## src/rtl/count_arbiter_pkg.sv

```systemverilog
// Shared types and helpers for the round-robin event-counter arbiter.
package count_arbiter_pkg;

    typedef enum logic [1:0] {
        IDLE,
        RUN,
        DONE
    } state_e;

    localparam int IDX_MAXW = 32;

    // Index of the lowest set bit; 0 when the vector is empty.
    function automatic int onehot_idx(input logic [IDX_MAXW-1:0] v);
        int idx;
        idx = 0;
        for (int i = IDX_MAXW - 1; i >= 0; i--) begin
            if (v[i]) idx = i;
        end
        return idx;
    endfunction

endpackage

```

## src/rtl/count_arbiter_rr_pick.sv

```systemverilog
// Combinational round-robin picker: rotate by ptr, priority-encode, unrotate.
module rr_pick
    import count_arbiter_pkg::*;
#(
    parameter int NUM_REQ = 2,
    parameter int PW      = $clog2(NUM_REQ)
) (
    input  logic [NUM_REQ-1:0] i_elig,
    input  logic [PW-1:0]      i_ptr,
    output logic               o_valid,
    output logic [PW-1:0]      o_winner
);

    logic [IDX_MAXW-1:0] w_rot;
    int                  w_idx;

    always_comb begin
        w_rot = '0;
        for (int k = 0; k < NUM_REQ; k++) begin
            w_rot[k] = i_elig[(k + int'(i_ptr)) % NUM_REQ];
        end
        w_idx = onehot_idx(w_rot) + int'(i_ptr);
        if (w_idx >= NUM_REQ) w_idx = w_idx - NUM_REQ;
        o_valid  = |i_elig;
        o_winner = PW'(w_idx);
    end

endmodule

```

## src/rtl/count_arbiter.sv

```systemverilog
// Serialises increments of a shared counter from NUM_REQ requesters
// through a round-robin grant and stops after NUM_TESTS grants.
module count_arbiter
    import count_arbiter_pkg::*;
#(
    parameter int NUM_REQ   = 2,
    parameter int WIDTH     = 8,
    parameter int NUM_TESTS = 100
) (
    input  logic                             clk,
    input  logic                             rst,
    input  logic                             start,
    input  logic [NUM_REQ-1:0]               req,
    output logic [NUM_REQ-1:0]               gnt,
    output logic [WIDTH-1:0]                 count,
    output logic [NUM_REQ*WIDTH-1:0]         tally,
    output logic [$clog2(NUM_TESTS+1)-1:0]   total,
    output logic                             busy,
    output logic                             done
);

    localparam int TW = $clog2(NUM_TESTS + 1);
    localparam int PW = $clog2(NUM_REQ);

    state_e                     r_state;
    state_e                     w_state_nxt;
    logic [NUM_REQ-1:0]         r_gnt;
    logic [WIDTH-1:0]           r_count;
    logic [NUM_REQ*WIDTH-1:0]   r_tally;
    logic [TW-1:0]              r_total;
    logic [PW-1:0]              r_ptr;

    logic [NUM_REQ-1:0]         w_elig;
    logic                       w_valid;
    logic [PW-1:0]              w_win;
    logic                       w_take;
    logic                       w_last;
    logic                       w_clr;

    // Last cycle's winner is masked so a still-held req is not counted twice.
    assign w_elig = req & ~r_gnt;

    rr_pick #(
        .NUM_REQ (NUM_REQ),
        .PW      (PW)
    ) u_pick (
        .i_elig   (w_elig),
        .i_ptr    (r_ptr),
        .o_valid  (w_valid),
        .o_winner (w_win)
    );

    assign w_take = (r_state == RUN) && w_valid;
    assign w_last = w_take && (r_total == TW'(NUM_TESTS - 1));
    assign w_clr  = start && (r_state != RUN);

    always_comb begin
        w_state_nxt = r_state;
        unique case (r_state)
            IDLE:    if (start)  w_state_nxt = RUN;
            RUN:     if (w_last) w_state_nxt = DONE;
            DONE:    if (start)  w_state_nxt = RUN;
            default: w_state_nxt = IDLE;
        endcase
    end

    always_ff @(posedge clk or posedge rst) begin
        if (rst) begin
            r_state <= IDLE;
        end else begin
            r_state <= w_state_nxt;
        end
    end

    always_ff @(posedge clk or posedge rst) begin
        if (rst) begin
            r_gnt   <= '0;
            r_count <= '0;
            r_tally <= '0;
            r_total <= '0;
            r_ptr   <= '0;
        end else begin
            r_gnt <= '0;
            if (w_clr) begin
                r_count <= '0;
                r_tally <= '0;
                r_total <= '0;
                r_ptr   <= '0;
            end else if (w_take) begin
                r_gnt   <= NUM_REQ'(1) << w_win;
                r_count <= r_count + WIDTH'(1);
                r_tally[int'(w_win)*WIDTH +: WIDTH] <=
                    r_tally[int'(w_win)*WIDTH +: WIDTH] + WIDTH'(1);
                r_total <= r_total + TW'(1);
                r_ptr   <= (int'(w_win) == NUM_REQ - 1) ? '0 : w_win + PW'(1);
            end
        end
    end

    assign gnt   = r_gnt;
    assign count = r_count;
    assign tally = r_tally;
    assign total = r_total;
    assign busy  = (r_state == RUN);
    assign done  = (r_state == DONE);

endmodule

```

## config.mk

```make
export PLATFORM = sky130hd
export DESIGN_NAME = count_arbiter
export DESIGN_NICKNAME = d
export VERILOG_FILES = /design/src/rtl/count_arbiter_pkg.sv /design/src/rtl/count_arbiter_rr_pick.sv /design/src/rtl/count_arbiter.sv
export SDC_FILE = /design/constraint.sdc
export NUM_CORES = 1
export LEC_CHECK = 0
export ABC_CLOCK_PERIOD_IN_PS = 4200
export CAP_MARGIN = 0
export CELL_PAD_IN_SITES_DETAIL_PLACEMENT = 1
export CELL_PAD_IN_SITES_GLOBAL_PLACEMENT = 2
export CORE_AREA = 2 2 112 60
export CTS_CLUSTER_DIAMETER = 30
export DETAILED_ROUTE_END_ITERATION = 12
export DIE_AREA = 0 0 114 62
export PLACE_DENSITY = 0.76
export SYNTH_ARGS = -nofsm -noshare
export SYNTH_HDL_FRONTEND = slang
export SYNTH_SLANG_ARGS = --single-unit
```

## constraint.sdc

```tcl
create_clock -name clk -period 4.2 [get_ports clk]
set_input_delay 1.05 -clock clk [delete_from_list [all_inputs] [get_ports clk]]
set_output_delay 1.05 -clock clk [all_outputs]
set_load 0.005 [all_outputs]
```

Yosys cells after proc, flatten, opt, wreduce, memory -nomap -nowiden --
Cells that the tools add are included.
Cells by class: add/subtract/negate cells 8, order comparisons 3, equality and inequality tests 6, shift-type cells 4, mux-type cells 23, bitwise logic cells 3, reductions and logical operators 8
Operators with widths (count):
- negator 4 -> 33 bit | 1
- variable shift 8 x 33 -> 16 bit (first input constant) | 1
- indexed part select 8 x 33 -> 16 bit | 1
- 2-to-1 mux 16 bit | 2
- adder 8 x 1 -> 8 bit (second input constant) | 2
- bitwise mux 16 bit | 1
- 2-to-1 mux 8 bit | 2
- indexed part select 16 x 5 -> 8 bit | 1
- 2-to-1 mux 7 bit | 2
- 2-to-1 mux 1 bit | 11
- 2-to-1 mux 2 bit | 4
- adder 7 x 1 -> 7 bit (second input constant) | 1
- equality test 7 bit (second input constant) | 1
- != test 2 x 1 -> 1 bit (second input constant) | 3
- one-hot mux 2 bit (2 select lines) | 1
- OR reduction 2 bit | 2
- logical AND 1 bit | 3
- < comparator 2 x 3 -> 1 bit (second input constant) | 1
- adder 1 x 1 -> 2 bit | 1
- bitwise AND 2 bit | 1
- equality test 2 x 1 -> 1 bit (second input constant) | 1
- equality test 2 bit (second input constant) | 1
- greater-or-equal comparator 2 bit (second input constant) | 1
- zero test 2 bit | 1
- 9 further kinds | 9
Storage, ports and cells: bits in registers 36, logic and storage cells 61

Longest topological paths before layout --
Gate-level depths: netlist of the first run.
word-level depth 16, mapped depth 9, mapped depth without buffers 7

Hierarchy --
From an unflattened synthesis of the first run, not the netlist that was laid out.
Unflattened totals: cells, all modules 186, area, all modules 1805.5 um^2
By module, submodules not included:
- count_arbiter | instances 1, cells each 183, area an instance 1784.2 um^2, seq. area each 900.9 um^2
- rr_pick | instances 1, cells each 3, area an instance 21.3 um^2, seq. area each 0.0 um^2

Least setup slack after synthesis of the first run --
Ideal clock, no wire load.
kind input -> register, start point in req[1], end point reg r_tally[14], in the netlist tally[14], setup time 0.069 ns, arrival 2.749 ns, path slack 1.382 ns, stages on the path 8, path buffers 1, cell sequence and2b_2 > maj3_4 > mux2_2 > ha_1 > clkbuf_1 > nand4_1 > or4_1 > nand3_1
On the way: word-level cells in the longest chain between the ends 15
Ends and longest elaborated chain:
- from (decl) | RTL line count_arbiter.sv:13 | input logic [NUM_REQ-1:0] req,
- bitwise AND 2 bit (*) | RTL line count_arbiter.sv:41 | assign w_elig = req & ~r_gnt;
- 2-to-1 mux 1 bit (not written as such) (3 in a row) | RTL line count_arbiter_rr_pick.sv:20 | w_rot[k] = i_elig[(k + int'(i_ptr)) % NUM_REQ];
- 2-to-1 mux 1 bit (2 in a row) | RTL line count_arbiter_pkg.sv:17 | if (v[i]) idx = i;
- adder 1 x 1 -> 2 bit | RTL line count_arbiter_rr_pick.sv:22 | w_idx = onehot_idx(w_rot) + int'(i_ptr);
- greater-or-equal comparator 2 bit / subtractor 1 bit (equally long branches) | RTL line count_arbiter_rr_pick.sv:23 | if (w_idx >= NUM_REQ) w_idx = w_idx - NUM_REQ;
- 2-to-1 mux 1 bit | RTL line count_arbiter_rr_pick.sv:23
- indexed part select 16 x 5 -> 8 bit | RTL line count_arbiter.sv:93 | r_tally[int'(w_win)*WIDTH +: WIDTH] + WIDTH'(1);
- adder 8 x 1 -> 8 bit | RTL line count_arbiter.sv:93
- indexed part select 8 x 33 -> 16 bit | RTL line count_arbiter.sv:92 | r_tally[int'(w_win)*WIDTH +: WIDTH] <=
- bitwise mux 16 bit | RTL line count_arbiter.sv:92
- 2-to-1 mux 16 bit | RTL line count_arbiter.sv:89 | end else if (w_take) begin
- 2-to-1 mux 16 bit | RTL line count_arbiter.sv:84 | if (w_clr) begin
- to (signal, indexed assignment) | RTL line count_arbiter.sv:92
- to (decl) | RTL line count_arbiter.sv:29 | logic [NUM_REQ*WIDTH-1:0] r_tally;
Every way passes the cells marked *; elsewhere a longest branch is shown, timed or not. The select of a mux whose other input is x is not followed. A chain may end at the register's enable or synchronous reset.

Worst setup path in the final report of the first run --
start point in req[0], end point reg r_tally[14], in the netlist tally[14]
The elaborated chain is that of the path after synthesis.

==> results of run 1 <==
## path summary, 6_finish.rpt
check / end / slack, ps
worst max register to register: tally[14] / 1830
max in group asynchronous: count[6] / 2300
min in group asynchronous: r_state[1] / 1180
worst min register to register: tally[15] / 490
worst max-delay path: tally[14] / 1060
worst min-delay path: tally[15] / 490
## logic make-up after synthesis
group           after synthesis  share of synthesized area
simple gates                 81                      0.224
flops                        36                      0.508
compound gates               31                      0.115
xor+xnor                     12                     0.0592
buf+inv                      11                     0.0282
mux                           6                     0.0374
fa+ha+maj                     4                     0.0289
## registers in the layout (all words and copies together), names as in the netlist
register,flops
count,8
gnt,2
r_ptr,1
r_state,2
tally,16
total,7
## worst max-delay path, cell delays in order
cell	delay, ps
clkdlybuf4s50_1	450
nand2b_1	210
maj3_4	420
mux2_2	230
ha_1	320
nand4_1	160
or4_1	410
nand3_1	90
## synth_stat cells
cell type	count	area share
mux2_2	5	0.032
or4_1	2	0.0085
a21oi_1	1	0.0028
and3_1	3	0.011
maj3_4	1	0.0078
a41oi_1	1	0.0049
nor2_1	17	0.036
nand2b_4	1	0.0078
ha_1	3	0.021
o21ai_0	21	0.059
clkbuf_1	1	0.0021
a31oi_1	1	0.0035
nand2b_1	3	0.011
inv_1	6	0.013
a2111oi_4	1	0.016
nor2_2	1	0.0035
dfrtp_1	36	0.51
and2b_2	1	0.0049
a211o_1	1	0.0049
nand2_1	26	0.055
xnor2_1	3	0.015
buf_6	1	0.0063
inv_2	1	0.0021
nand3_1	14	0.039
buf_1	1	0.0021
nand4_1	10	0.035
and2_1	1	0.0035
buf_2	1	0.0028
and2_0	1	0.0035
xor2_1	9	0.044
o211ai_1	2	0.0085
o31ai_1	1	0.0042
nor4b_1	1	0.0049
a211oi_1	1	0.0042
o211ai_2	1	0.0071
mux2i_1	1	0.0056
## layout make-up
class	instances	area share
clock buffers	6	0.0533
clock inverters	2	0.0145
well taps	80	0.0414
multi-input cells	134	0.340
repair buffers	41	0.168
inverters	7	0.0109
flip-flops and latches	36	0.372
## per-stage QoR
stage / util / cells
global route: 0.387 / 306
detailed placement: 0.361 / 298
finish: 0.387 / 306
global placement: 0.361 / 298
floorplan: - / 181
CTS: 0.387 / 306
## layer usage
layer  part of all wire  wire length, um  vias to the layer above  global-route usage
met2               0.36             1610                       30               0.173
met1               0.59             2630                      683               0.225
met4              0.010               45                        0              0.0418
li1                   -                -                      727                   -
met3              0.042              188                        4              0.0359
met5                  0                0                        -                   0
## power by group through the flow
stage	clock, mW	sequential (mW)	combinational [mW]
6_report	0.414	0.582	0.487
5_1_grt	0.441	0.607	0.560
4_1_cts	0.426	0.586	0.496
3_5_place_dp	0	0.590	0.493
3_3_place_gp	0	0.591	0.487
2_1_floorplan	0	0.566	0.230
==> flow_summary.yaml, run 1 <==
setup_path:
  crit_start: "req[0]"
  start_kind: "input port"
  worstRegToRegCells: 7
  worstPathMaxFanout: 8
  end_kind: "flip-flop"
  required_ps: 4410
  worst-setup-path-type: "input port to flip-flop"
  crit_arrival_ps: 3350
  reg2reg_from: "gnt[0]"
global_route:
  track_usage: 0.139
  overflow: 0
  grt_pass1_vias: 1372
  antenna_found_initial: 0
  grt_max_degree: 21
  grt_pass1_wl_mm: 7.41
logic_synthesis:
  syn_area_sq_mm: 0.00177
  ys.warnings.count: 0
  ys_seq_area_frac: 0.508
  syn-num-nets: 189
  ys_ff_latch: 36
  syn_avg_cell_area_sq_um: 9.80
  yosysUniqueCellTypes: 36
  postSynthCellCount: 181
drt:
  ant_nets: 0
  drt_pre_antenna_iters: 4
  num_vias: 1444
  via_per_inst: 4.72
  routed_wl_mm: 4.47
  post-route-drc-count: 0
  drt_iter0_markers: 78
  wl_per_cell_um: 14.6
layout:
  layout_common_cells: "clkdlybuf4s50_1, dfrtp_1, nand2_1"
  regArea_sq_um: 901
  stdcell_area_sq_mm: 0.00242
  nets: 233
  layout_commonest_cell: "clkdlybuf4s50_1"
  drive_above_1_share: 0.0929
  syn2layout_area_growth_pct: 36.4
  n_fill_cell: 719
  multi_input_area_sq_um: 823
  antenna_cells: 0
power_and_ir_drop:
  power.share.switching: 0.316
  power.total_mw: 1.48
  peakVddDrop_mv: 0.187
  p_leak_nw: 1.03
  combPwrFrac: 0.328
  p_seq_frac: 0.393
  internal_power_mw: 1.01
  powerDensity_mw_per_mm2: 613
  net-switching-power_uw: 469
  clock_power_share: 0.279
clocking:
  clockBufferDepth: 2
  root_buffer: "clkbuf_16"
  clkLatencyLatePin_ps: 280
  clkTransAtPathRegs_ps: 50
  post_cts_resize_count: 0
  cts_buffers: 5
  cts_sinks: 36
  cts_tree: "done"
  holdBufCountCts: 0
  cts_setup_buffers: 0
  cts.htree.levels: 2
die:
  die_h_um: 62
  core_area_sq_mm: 0.00625
  io_pins: 40
  dieArea_sq_mm: 0.00707
  die_w_um: 114
  rows: 21
  start_util: 0.284
placement:
  place_ws_ps: 766
  io_buffers: 39
  placed_area_sq_mm: 0.00226
  place_congestion: 0.758
  dp_hpwl_mm: 3.40
sta:
  clock.fmax_ghz: 0.318
  timing.hold.ws_ps: 488
  hold_violations: 0
  rsz0062_at_grt: "false"
  timing.final.crit_share: 0.748
  finalSetupViolCount: 0
  setup_ws_ps: 1060
  period_needed_ps: 3140
  slew_viol_final: 0
  fin_worst_skew_ps: 5.03
  fin_tns_setup_ps: 0
  tightest_slew_ps: 682
  max_slew_margin: 0.545
worst_hold_path:
  hp-class: "flip-flop to flip-flop"
  holdPathStages: 1
  min-delay-start: "tally[15]"
run:
  maxCapViolations: 0
run_status:
  outcome: "completed"
(Power assumes the default switching activity.)
==> inputs of run 2 (changes only) <==
Settings changed: ABC_CLOCK_PERIOD_IN_PS 4200 to 3000.
Clock period 4.2 ns to 3 ns, I/O delays scaled along.
==> flow_summary.yaml, run 2 (same netlist as run 1, synthesis figures left out) <==
global_route:
  grt_pass1_vias: 1395
  overflow: 0
  grt_pass1_wl_mm: 7.45
  antenna_found_initial: 0
  grt_max_degree: 37
  track_usage: 0.140
sta:
  tightest_slew_ps: 472
  timing.final.crit_share: 0.868
  fin_tns_setup_ps: 0
  max_slew_margin: 0.685
  rsz0062_at_grt: "false"
  hold_violations: 0
  fin_worst_skew_ps: 4.44
  clock.fmax_ghz: 0.384
  period_needed_ps: 2600
  finalSetupViolCount: 0
  slew_viol_final: 0
die:
  die_w_um: 114
  core_area_sq_mm: 0.00625
  start_util: 0.284
  rows: 21
  die_h_um: 62
  io_pins: 40
  dieArea_sq_mm: 0.00707
layout:
  largest_register_ff_count: 16
  fin_util: 0.394
  regArea_sq_um: 901
  syn2layout_area_growth_pct: 38.9
  nets: 239
  layout_common_cells: "clkdlybuf4s50_1, dfrtp_1, nand2_1"
  drive_above_1_share: 0.116
  n_fill_cell: 718
  multi_input_area_sq_um: 823
  layout_commonest_cell: "clkdlybuf4s50_1"
  stdcell_area_sq_mm: 0.00246
  antenna_cells: 0
setup_path:
  worstPathMaxFanout: 3
  crit_arrival_ps: 2810
  end_kind: "flip-flop"
  required_ps: 3210
  start_kind: "input port"
  worst-setup-path-type: "input port to flip-flop"
drt:
  wl_per_cell_um: 14.9
  num_vias: 1482
  routed_wl_mm: 4.66
  drt_pre_antenna_iters: 4
  drt_iter0_markers: 46
  ant_nets: 0
  via_per_inst: 4.75
  post-route-drc-count: 0
placement:
  io_buffers: 39
  placed_area_sq_mm: 0.00230
  place_congestion: 0.729
  dp_hpwl_mm: 3.45
power_and_ir_drop:
  p_leak_nw: 1.06
  peakVddDrop_mv: 0.271
  powerDensity_mw_per_mm2: 855
  power.total_mw: 2.11
clocking:
  post_cts_resize_count: 0
  root_buffer: "clkbuf_16"
  cts.htree.levels: 2
  cts_buffers: 5
  clkLatencyLatePin_ps: 270
  cts_setup_buffers: 0
  clockBufferDepth: 2
  cts_tree: "done"
  holdBufCountCts: 0
  clkTransAtPathRegs_ps: 50
  cts_sinks: 36
worst_hold_path:
  hp-class: "flip-flop to flip-flop"
run_status:
  outcome: "completed"
run:
  maxCapViolations: 0
[run 2: critical path, stage by stage]
cell and delay, ps:
clkdlybuf4s50_1 440, and2b_2 240, maj3_4 350, mux2_2 230
ha_1 200, nand4_1 110, or4_1 400, nand3_1 90
[run 2: area by class of cell]
type,count,area share
inverter,7,0.0107
sequential,36,0.365
clock inverter,2,0.0142
timing repair buffer,47,0.183
multi-input combinational,134,0.334
tap,80,0.0406
clock buffer,6,0.0523
[run 2: metrics by stage]
step | worst slack, ps | std cells | hold WS [ps]
after floorplan | 482 | 181 | 474
after global placement | 153 | 304 | 479
after detailed placement | 120 | 304 | 485
after CTS | 391 | 312 | 490
after global routing | 295 | 312 | 535
final | 395 | 312 | 494
[run 2: path summary, 6_finish.rpt]
| path | start | endpoint | slack (ps) | cells after the start |
|---|---|---|---|---|
| worst max-delay path | req[1] | tally[14] | 400 | 8 |
| worst min-delay path | tally[15] | tally[15] | 490 | 1 |
| worst max register to register | gnt[1] | tally[14] | 950 | 7 |
| worst min register to register | tally[15] | tally[15] | 490 | 1 |
| max in group asynchronous | rst | tally[10] | 1770 | 3 |
| min in group asynchronous | rst | tally[15] | 900 | 3 |
[run 2: power by group]
group          internal (mW)  switching (mW)
sequential             0.631           0.190
combinational          0.413           0.290
clock                  0.391           0.192
total                   1.43           0.672
[run 2: per-layer routing]
metal | up-vias | wire length [um] | part of all wire | track usage
met4 | 0 | 29 | 0.0062 | 0.0261
met3 | 4 | 188 | 0.040 | 0.0407
met1 | 717 | 2680 | 0.58 | 0.218
met5 | - | 0 | 0 | 0
li1 | 735 | - | - | -
met2 | 26 | 1760 | 0.38 | 0.190
==> RTL edit (config.mk and constraints of run 2) <==
Reset style: synchronous (`rst`), changed in 2 clocked blocks.
--- a/src/rtl/count_arbiter.sv
+++ b/src/rtl/count_arbiter.sv
@@ -64,7 +64,7 @@
         endcase
     end
 
-    always_ff @(posedge clk or posedge rst) begin
+    always_ff @(posedge clk) begin
         if (rst) begin
             r_state <= IDLE;
         end else begin
@@ -72,7 +72,7 @@
         end
     end
 
-    always_ff @(posedge clk or posedge rst) begin
+    always_ff @(posedge clk) begin
         if (rst) begin
             r_gnt   <= '0;
             r_count <= '0;
Formal check against the unedited RTL: differs if rst is asserted again (counterexample within 4 cycles, from zero or initial values and one cycle with rst high); with rst held inactive, the same outputs for 10 cycles.
==> RTL edit against run 2 <==
Final area decreased by 3.5%; routed wire length increased by 11%; utilization decreased by 1.4 points; setup slack got worse by 0.18 ns; sequential cell count unchanged; synthesized area decreased by 0.99%; critical path type unchanged.
Power is not compared: it rests on default switching activity, and its combinational part moved more than twofold at a synthesized area within 25%.
==> RTL edit: results (changes against run 2) <==
- Initial DRC count: 30 (was 46)
- XOR/XNOR Fraction of Synth Area: 5.48% (was 5.92%)
- Hold depth: 2 (was 1)
- Slew @ Worst Pin: 0.662 ns (was 0.472 ns)
- Share of Yosys cell area claimed by the top area cell type: 41.0% (was 50.8%)
- Grt met3 use: 3.59% (was 4.07%)
- Netlist cell types: 44 (was 36)
- M2 GR Usage: 20.8% (was 19.0%)
- Critical Path AT: 2.99 ns (was 2.81 ns)
- Setup crit start: req[0] (was req[1])
- GRT Overall Usage: 15.3% (was 14.0%)
- Largest net degree at the start of global routing: 19 (was 37)
- Max Used Layer: met4 (unchanged)
- CP Capture Point: tally[14]$_SDFFE_PP0P_ (was tally[14]$_DFFE_PP0P_)
- Dpl ws: -0.0852 ns (was 0.120 ns)
- Met2 routed WL: 1.93 mm (was 1.76 mm)
- Adder-Cell Fraction of Synth Area: 2.78% (was 2.89%)
- DPL Wire Length: 3.75 mm (was 3.45 mm)
- Inserted Diodes: 0 (unchanged)
- Post-Route M1 WL: 3.00 mm (was 2.68 mm)
- Status: finished, final reports clean (unchanged)
- Clock skew: 0.00693 ns (was 0.00444 ns)
- Reg-to-Reg Start: gnt[0]$_SDFF_PP0_ (was gnt[1]$_DFF_PP0_)
- Max incr delay on CP: 0.54 ns (was 0.44 ns)
- Compound-Gate Fraction of Synth Area: 18.7% (was 11.5%)
- Detailed-route wire length per cell: 16.2 µm (was 14.9 µm)
- List of most frequent post-synthesis cells: 36 x dfxtp_1, 23 x a21oi_1, 17 x nand2_1 (was 36 x dfrtp_1, 26 x nand2_1, 21 x o21ai_0)
- Worst Hold Path EP: count[1]$_SDFFE_PP0N_ (was tally[15]$_DFFE_PP0P_)
- Port Buffers: 39 (unchanged)
- Post-synthesis async set-or-reset flop share: 0% (was 100%)
- Share of cells above drive strength 1: 11.3% (was 11.6%)
- Max Root-Sink Buffers: 2 (unchanged)
- Nets@finish: 247 (was 239)
- Via-to-Cell Ratio: 5.14 (was 4.75)
- Synth top area cells: dfxtp_1 41%, a21oi_1 6.6%, xor2_1 4.0% (was dfrtp_1 51%, o21ai_0 5.9%, nand2_1 5.5%)
- First-pass GRT wire length: 8.29 mm (was 7.45 mm)
- Crit-path max FO: 6 (was 3)
- Gpl congestion: 0.730 (was 0.729)
- Period Utilization, post-route: 92.9% (was 86.8%)
- Met3 WL: 211 µm (was 188 µm)
- Seq/Total Area, Yosys: 41.0% (was 50.8%)
- Hold Crit Start: count[1]$_SDFFE_PP0N_ (was tally[15]$_DFFE_PP0P_)
- Vias in the first global route: 1,547 (was 1,395)
- Post-synthesis mux area share: 1.92% (was 3.74%)
- FF-to-FF setup slack: 0.82 ns (was 0.95 ns)
- GR Util met1: 23.8% (was 21.8%)
## RTL edit: cells by family after synthesis
| group | count (synthesis) |
|---|---|
| muxes | 3 |
| AOI/OAI and AO/OA | 53 |
| DFF | 36 |
| adders and majority gates | 4 |
| and+or+nand+nor | 79 |
| buffers and inverters | 9 |
| xor gates and xnor gates | 11 |
## RTL edit: stage by stage
step | hold WS, ns | TNS (ns) | cells | instance area, µm²
2_1_floorplan | 0.465 | 0 | 195 | 1760
3_3_place_gp | 0.463 | 0 | 312 | 2210
3_5_place_dp | 0.494 | -0.0852 | 312 | 2210
4_1_cts | 0.502 | 0 | 320 | 2380
5_1_grt | 0.532 | 0 | 320 | 2380
6_report | 0.493 | 0 | 320 | 2380
## RTL edit: area by class of cell
| class | instances | area, µm² |
|---|---|---|
| flip-flops and latches | 36 | 721 |
| fillers | 730 | 3870 |
| multi-input cells | 150 | 955 |
| repair buffers | 44 | 428 |
| clock buffers | 5 | 125 |
| well taps | 80 | 100 |
| inverters | 2 | 7.51 |
| clock inverters | 3 | 42.5 |
## RTL edit: power by group through the flow
| stage | Combinational (mW) | Sequential [mW] | Clock, mW |
|---|---|---|---|
| floorplan | 0.0581 | 0.500 | 0 |
| global placement | 0.0849 | 0.501 | 0 |
| detailed placement | 0.0862 | 0.502 | 0 |
| CTS | 0.0868 | 0.491 | 0.609 |
| global route | 0.0937 | 0.492 | 0.632 |
| finish | 0.0861 | 0.491 | 0.597 |
## RTL edit: worst max-delay path: cells and delay by family
kind | cells | cell delay [ns]
multiplexers | 1 | 0.24
AO/OA/AOI/OAI | 2 | 0.39
AND/OR/NAND/NOR | 2 | 0.46
buffers and inverters | 1 | 0.54
adder cells (fa/ha/maj) | 2 | 0.61
